`config.mk`:
```
export PLATFORM = sky130hd
export DESIGN_NAME = decoder_rr_arbiter
export DESIGN_NICKNAME = d
export VERILOG_FILES = /design/src/rtl/decoder_rr_arbiter.sv
export SDC_FILE = /design/constraint.sdc
export NUM_CORES = 1
export LEC_CHECK = 0
export ABC_AREA = 0
export ABC_CLOCK_PERIOD_IN_PS = 4590
export CORE_MARGIN = 4
export CORE_UTILIZATION = 36
export DETAILED_ROUTE_END_ITERATION = 10
export GPL_TIMING_DRIVEN = 0
export PLACE_DENSITY_LB_ADDON = 0.2
export SYNTH_ARGS = -nofsm -noshare
export SYNTH_HDL_FRONTEND = slang
export SYNTH_SLANG_ARGS = --single-unit
```
`constraint.sdc`:
```
create_clock -name clk -period 4.59 [get_ports clk]
set_input_delay 0.918 -clock clk [delete_from_list [all_inputs] [get_ports clk]]
set_output_delay 0.918 -clock clk [all_outputs]
set_load 0.01 [all_outputs]
```
`src/rtl/decoder_rr_arbiter.sv`:
```
// decoder_rr_arbiter
// Round-robin arbiter that shares a 16-way active-low one-hot select bus between
// 16 requesters. It picks an owner, drives its select line low, holds it until the
// owner releases it, then forces an all-high gap before the next arbitration.
// Optional feature: define ARB_TIMEOUT_EN to bound every grant to MAX_HOLD cycles
// and pulse 'timeout' on the forced release. Without it, 'timeout' is tied low.
module decoder_rr_arbiter #(
  parameter int GAP_CYCLES = 1,
  parameter int MAX_HOLD   = 8
) (
  input  logic        clk,
  input  logic        rst,
  input  logic        en_n,
  input  logic [15:0] req,
  input  logic        done,
  output logic [15:0] gnt_n,
  output logic [3:0]  gnt_idx,
  output logic        gnt_valid,
  output logic        timeout
);

  typedef enum logic [1:0] {
    IDLE,
    GRANT,
    GAP
  } state_t;

  localparam logic [3:0] GapLast = 4'(GAP_CYCLES - 1);

  if (GAP_CYCLES < 1 || GAP_CYCLES > 15) begin : g_gap_range
    $error("decoder_rr_arbiter: GAP_CYCLES must be in 1..15");
  end

  if (MAX_HOLD < 2 || MAX_HOLD > 255) begin : g_hold_range
    $error("decoder_rr_arbiter: MAX_HOLD must be in 2..255");
  end

  state_t      state;
  state_t      state_nxt;
  logic [3:0]  ptr;
  logic [3:0]  gap_cnt;
  logic [3:0]  pick_idx;
  logic        pick_found;
  logic        rel_normal;
  logic        rel_force;
  logic        release_now;
  logic [15:0] gnt_n_nxt;
  logic [3:0]  gnt_idx_nxt;
  logic        gnt_valid_nxt;

  // Rotating priority search: the lowest offset from ptr that is requesting wins
  always_comb begin
    pick_found = 1'b0;
    pick_idx   = ptr;
    for (int k = 15; k >= 0; k--) begin
      if (req[ptr + 4'(k)]) begin
        pick_found = 1'b1;
        pick_idx   = ptr + 4'(k);
      end
    end
  end

  // The owner gives up the bus on done, on dropping its request, or on disable
  always_comb begin
    rel_normal  = done | ~req[gnt_idx] | en_n;
    release_now = rel_normal | rel_force;
  end

`ifdef ARB_TIMEOUT_EN
  logic [7:0] hold_cnt;
  logic       timeout_nxt;
  logic       timeout_q;

  localparam logic [7:0] HoldLast = 8'(MAX_HOLD - 1);

  // A forced release only fires when nothing else is already releasing the grant
  always_comb begin
    rel_force = ~rel_normal & (hold_cnt == HoldLast);
  end

  // Hold counter restarts with every new grant and ticks once per held cycle
  always_ff @(posedge clk or posedge rst) begin
    if (rst) begin
      hold_cnt <= 8'd0;
    end else if (state == IDLE && state_nxt == GRANT) begin
      hold_cnt <= 8'd0;
    end else if (state == GRANT) begin
      hold_cnt <= hold_cnt + 8'd1;
    end
  end

  // Timeout pulse is visible in the first cycle after the forced release
  always_comb begin
    timeout_nxt = (state == GRANT) & rel_force;
  end

  // Register the timeout pulse alongside the other outputs
  always_ff @(posedge clk or posedge rst) begin
    if (rst) begin
      timeout_q <= 1'b0;
    end else begin
      timeout_q <= timeout_nxt;
    end
  end

  assign timeout = timeout_q;
`else
  // Without the timeout feature a grant is only ever released by its owner
  always_comb begin
    rel_force = 1'b0;
  end

  assign timeout = 1'b0;
`endif

  // Next-state decision for the IDLE -> GRANT -> GAP -> IDLE cycle
  always_comb begin
    state_nxt = state;
    case (state)
      IDLE:    if (!en_n && pick_found) state_nxt = GRANT;
      GRANT:   if (release_now) state_nxt = GAP;
      GAP:     if (gap_cnt == GapLast) state_nxt = IDLE;
      default: state_nxt = IDLE;
    endcase
  end

  // Next output values; the select bus is only ever built from a single index
  always_comb begin
    gnt_n_nxt     = 16'hFFFF;
    gnt_idx_nxt   = gnt_idx;
    gnt_valid_nxt = 1'b0;
    case (state)
      IDLE: begin
        if (state_nxt == GRANT) begin
          gnt_n_nxt     = ~(16'd1 << pick_idx);
          gnt_idx_nxt   = pick_idx;
          gnt_valid_nxt = 1'b1;
        end
      end
      GRANT: begin
        if (!release_now) begin
          gnt_n_nxt     = gnt_n;
          gnt_valid_nxt = 1'b1;
        end
      end
      default: begin
        gnt_n_nxt     = 16'hFFFF;
        gnt_valid_nxt = 1'b0;
      end
    endcase
  end

  // State register and registered grant outputs
  always_ff @(posedge clk or posedge rst) begin
    if (rst) begin
      state     <= IDLE;
      gnt_n     <= 16'hFFFF;
      gnt_idx   <= 4'd0;
      gnt_valid <= 1'b0;
    end else begin
      state     <= state_nxt;
      gnt_n     <= gnt_n_nxt;
      gnt_idx   <= gnt_idx_nxt;
      gnt_valid <= gnt_valid_nxt;
    end
  end

  // Pointer moves past the releasing owner; gap counter times the idle gap
  always_ff @(posedge clk or posedge rst) begin
    if (rst) begin
      ptr     <= 4'd0;
      gap_cnt <= 4'd0;
    end else begin
      case (state)
        GRANT: begin
          gap_cnt <= 4'd0;
          if (release_now) ptr <= gnt_idx + 4'd1;
        end
        GAP: begin
          if (gap_cnt == GapLast) gap_cnt <= 4'd0;
          else gap_cnt <= gap_cnt + 4'd1;
        end
        default: gap_cnt <= 4'd0;
      endcase
    end
  end

endmodule
```
### After elaboration in Yosys (flattened, before gate mapping)

Cells that the tools add are included.

| cells by class | value |
|---|---|
| reductions and logical operators | 6 |
| $add $sub $neg | 17 |
| mux-type cells | 78 |
| order comparisons | 17 |
| equal/unequal tests | 4 |
| bitwise operators | 4 |
| shift-type cells | 1 |

Operator list:

| kind | count |
|---|---|
| $lt 4x5->1 const B | 17 |
| $mux 4 | 18 |
| $bmux 1 s4 | 17 |
| $mux 1 | 35 |
| $add 4x4->4 const B | 8 |
| $mux 16 | 2 |
| $pmux 16 s2 | 1 |
| $add 4x3->4 const B | 4 |
| $not 16->16 | 1 |
| $shl 1x4->16 const A | 1 |
| $add 4x1->4 const B | 3 |
| $add 4x2->4 const B | 2 |
| $mux 2 | 3 |
| $pmux 2 s3 | 1 |
| $eq 2x1->1 const B | 2 |
| $logic_not 4->1 | 1 |
| $reduce_and 2->1 | 2 |
| $eq 2x2->1 const B | 1 |
| $logic_not 2->1 | 1 |
| $ne 2x2->1 const B | 1 |
| $or 1x1->1 | 2 |
| $pmux 1 s2 | 1 |
| $logic_and 1x1->1 | 1 |
| $logic_not 1->1 | 1 |
| $not 1->1 | 1 |

| storage, ports and cells | value |
|---|---|
| bits in registers | 31 |
| bits of input ports | 20 |
| output and inout bits | 22 |

### Logic depth before layout (Yosys ltp)

| logic depth | value |
|---|---|
| depth after elaboration | 25 |
| depth in mapped cells | 16 |

### Worst setup path before layout

Ideal clock, no wire load.

| timing path | value |
|---|---|
| kind | register to register |
| start point | register ptr[1] |
| end point | register gnt_n[13] |
| cell stages (with the launch flop) | 15 |
| data required time | 4.507 ns |
| setup slack | 0.630 ns |
| arrival time | 3.877 ns |
| library setup time | 0.083 ns |
| path buffers | 4 |
| cell sequence | dfrtp_1 -> buf_4 -> buf_4 -> buf_2 -> inv_1 -> ha_1 -> clkbuf_1 -> clkinv_1 -> mux2i_2 -> or2_2 -> nand2_1 -> a211o_1 -> o311a_1 -> o41a_4 -> a41oi_1 |

| on the way | value |
|---|---|
| longest elaborated chain between the ends | 25 |
| elaborated cells on any way between the ends | 87 |

RTL lines:

| element | line | text |
|---|---|---|
| start, declared | 40 | `logic [3:0] ptr;` |
| start signal, assigned | 177 | `if (release_now) ptr <= gnt_idx + 4'd1;` |
| $add 4x4->4 | 56, 58 |  |
| $bmux 1 s4 | 56 | `if (req[ptr + 4'(k)]) begin` |
| $mux 1 (not written as such) | 56 |  |
| $mux 1 (16 in series) | 56 |  |
| $logic_and 1x1->1 | 120 | `IDLE: if (!en_n && pick_found) state_nxt = GRANT;` |
| $mux 2 | 120 |  |
| $pmux 2 s3 | 119 | `case (state)` |
| $eq 2x1->1 | 134 | `if (state_nxt == GRANT) begin` |
| $mux 16 (*) | 134 |  |
| $pmux 16 s2 (*) | 132 | `case (state)` |
| end signal, assigned | 162 | `gnt_n <= gnt_n_nxt;` |
| end, declared | 16 | `output logic [15:0] gnt_n,` |

Every way passes the cells marked *; elsewhere a longest branch is shown, timed or not. The select of a mux whose other input is x is not followed.
A chain may end at the register's enable or synchronous reset.

### Worst setup path in the final report

| timing path | value |
|---|---|
| start point | register ptr[1] |
| end point | register gnt_n[10] |

The elaborated chain is that of the path after synthesis.

==> impl_metrics.toml <==
[placement]
place_hpwl_mm = 9.51
gp_congestion = 0.907
port_buffers = 40
placed_area_um2 = 4660

[yosys]
yosysTopAreaCellShare_pct = 19.9
synth_edf_count = 0
synth.distinct_cells = 82
syn_inst = 402
synth-async-reset-ratio_pct = 100
synth-seq-cells = 31
synth-seq-area-share_pct = 19.5
yosys_most_used_dff = "dfstp_2"
yosys.area.top_type = "mux4_2"
avgSynthCellArea_um2 = 10.2
syn-num-nets = 432
synth_area_um2 = 4080
synth.area.top_cells = "mux4_2 20%, dfstp_2 10%, dfrtp_1 9.2%"
synth_warnings = 0

[layout]
fin_area_um2 = 4870
num-fill-cells = 1041
syn_to_final_growth_pct = 19.4
diodes = 0
drive_above_1_share_pct = 28.6
nNetsFinal = 480
mostFrequentLayoutCells = "42 x nor2_1, 40 x clkdlybuf4s50_1, 36 x mux4_2"
mostFrequentLayoutCell = "nor2_1"

[critical_path]
arrival_ns = 4.53
cpMaxStageDelayCell = "dfrtp_2"
cp_max_fo = 19
crit_family = "buffers and inverters"
cp_common_cell = "buf_4"
start_kind = "register"
max_stage_delay_ns = 0.44
critPathCaptureType = "register"
path_cells = "buf_4 -> buf_6 -> inv_1 -> ha_1 -> clkbuf_2 -> clkbuf_4 -> mux4_2 -> mux2i_4 -> o221ai_1 -> a311oi_1 -> o311ai_1 -> a311oi_2 -> buf_4 -> nor2b_1 -> buf_2 -> a41oi_1"
required_ns = 4.76
critPathBufInv = 7
worstSetupPathType = "reg -> reg"

[sta]
rsz0062_at_grt = "no"
setup_viol = 0
max-slew-margin-rel_pct = 20.3
slew_violations = 0
finalHoldViolations = 0
worst_pin_slew_ns = 1.19
min_period_over_period_pct = 95.1
period_needed_ns = 4.37
fmaxAchievable_mhz = 229
clock_skew_ns = 0.00606

[floorplanning]
initial_core_util_pct = 37.2
rows = 38
die_x_um = 114
die_area_um2 = 13100
coreArea_um2 = 11000
boundaryPins = 42
die_y_um = 114

[drt]
drc = 0
antenna_left = 0
via_per_inst = 6.19
via_count = 3660
wl_per_cell_um = 20.9
drtPass1Iterations = 4
drtIter0Drc = 273
routed_wl_mm = 12.3

[outcome]
outcome = "finished clean"

[clocking]
insertion_delay_ns = 0.27
cts_tree = "done"
cts_buffer_depth = 2
htreeDepth = 2
numCtsBuffers = 5
cts-root-buf = "clkbuf_16"
clkTransAtPathRegs_ns = 0.05
cts_hold_buf = 0
cts_sinks = 31

[flow_run]
drv_cap = 0

[grt]
grt_max_degree = 32
grtUsageTotal_pct = 18.8
antenna_found_initial = 0
grt_pass1_vias = 3589
grt_pass1_wl_mm = 19.6
grt_overflow = 0

[hold_path]
min_path_type = "reg -> reg"
what timing repair did:
| item | 4_1_cts | 5_1_grt |
|---|---|---|
| setup buffers | 3 | 0 |
| resized for setup | 4 | 9 |
| hold endpoints to repair | 0 | 0 |
| cloned | 0 | 0 |
| endpoints found under the setup margin | 18 | 20 |
| pin swaps | 2 | 1 |
worst register-to-register path, stage by stage, from the launching register on:
cell and delay (ns):
dfrtp_2 0.44, buf_4 0.24, buf_6 0.26, inv_1 0.23, ha_1 0.34, clkbuf_2 0.20, clkbuf_4 0.26, mux4_2 0.42
mux2i_4 0.24, o221ai_1 0.18, a311oi_1 0.33, o311ai_1 0.17, a311oi_2 0.26, buf_4 0.18, nor2b_1 0.12, buf_2 0.24
a41oi_1 0.16
flip-flops by register name (all words and copies together) (netlist names):
signal     cells
state          2
gap_cnt        4
gnt_idx        4
gnt_valid      1
ptr            4
gnt_n         16
cell usage after synthesis (6+ instances only):
cell	number
mux2i_2	6
nor2b_1	9
xnor2_1	8
mux4_2	36
o21ai_0	6
ha_1	10
mux2i_1	27
dfrtp_1	15
and2_1	6
buf_4	7
mux2_2	8
nand2_1	27
o21ai_1	7
dfstp_2	16
nand3_1	13
a21oi_1	14
inv_1	12
nor2_1	42
buf_2	8
a41oi_1	12
final cells by class:
class	instances	area, um2	share of cell area, %
plain buffers	22	149	3.06
clock buffers	6	129	2.64
clock inverters	2	12.5	0.257
inverters	14	52.6	1.08
multi-input cells	333	3140	64.3
flip-flops and latches	31	797	16.4
well taps	140	175	3.59
repair buffers	43	423	8.68
per-layer routing:
| metal | up-vias | share of wire (%) | GRT usage (%) | wire, um |
|---|---|---|---|---|
| met5 | - | 0 | 0 | 0 |
| met4 | 0 | 1.0 | 3.33 | 125 |
| met3 | 11 | 6.6 | 2.80 | 813 |
| met2 | 133 | 48 | 29.6 | 5900 |
| met1 | 1845 | 45 | 27.7 | 5510 |
| li1 | 1671 | - | - | - |
through the flow:
step | hold WS (ns) | setup WS (ns) | utilization [%] | cells | TNS [ns]
4_1_cts | 0.490 | 0.0479 | 44.0 | 591 | 0
3_3_place_gp | 0.477 | -0.602 | 42.4 | 582 | -9.27
3_5_place_dp | 0.483 | -0.625 | 42.4 | 582 | -9.35
6_report | 0.493 | 0.223 | 44.4 | 591 | 0
2_1_floorplan | 0.449 | 0.630 | - | 402 | 0
5_1_grt | 0.514 | 0.0193 | 44.4 | 591 | 0
kinds of logic (layout without fill, tap and decap cells):
family                   Yosys count  after routing  share of synthesized area [%]
AO/OA/AOI/OAI                     99             99                           20.3
XOR/XNOR                          14             14                           3.83
adder cells (fa/ha/maj)           10             10                           3.06
buffers and inverters             38             87                           5.00
flip-flops                        31             31                           19.5
multiplexers                      81             81                           32.7
other                              1              1                         0.0919
AND/OR/NAND/NOR                  128            128                           15.5
path summary, 6_finish.rpt:
path,startpoint,end,slack (ns),cells past startpoint
max,ptr[1],gnt_n[10],0.22,16
min,gap_cnt[0],gap_cnt[0],0.49,1
max reg2reg,ptr[1],gnt_n[10],0.22,16
min reg2reg,gap_cnt[0],gap_cnt[0],0.49,1
max in group asynchronous,rst,ptr[1],2.53,2
min in group asynchronous,rst,gnt_idx[3],1.27,2
Power is left out: the tool's default activity adds up to more than one toggle a clock period on the data nets, which glitch-free logic cannot reach.
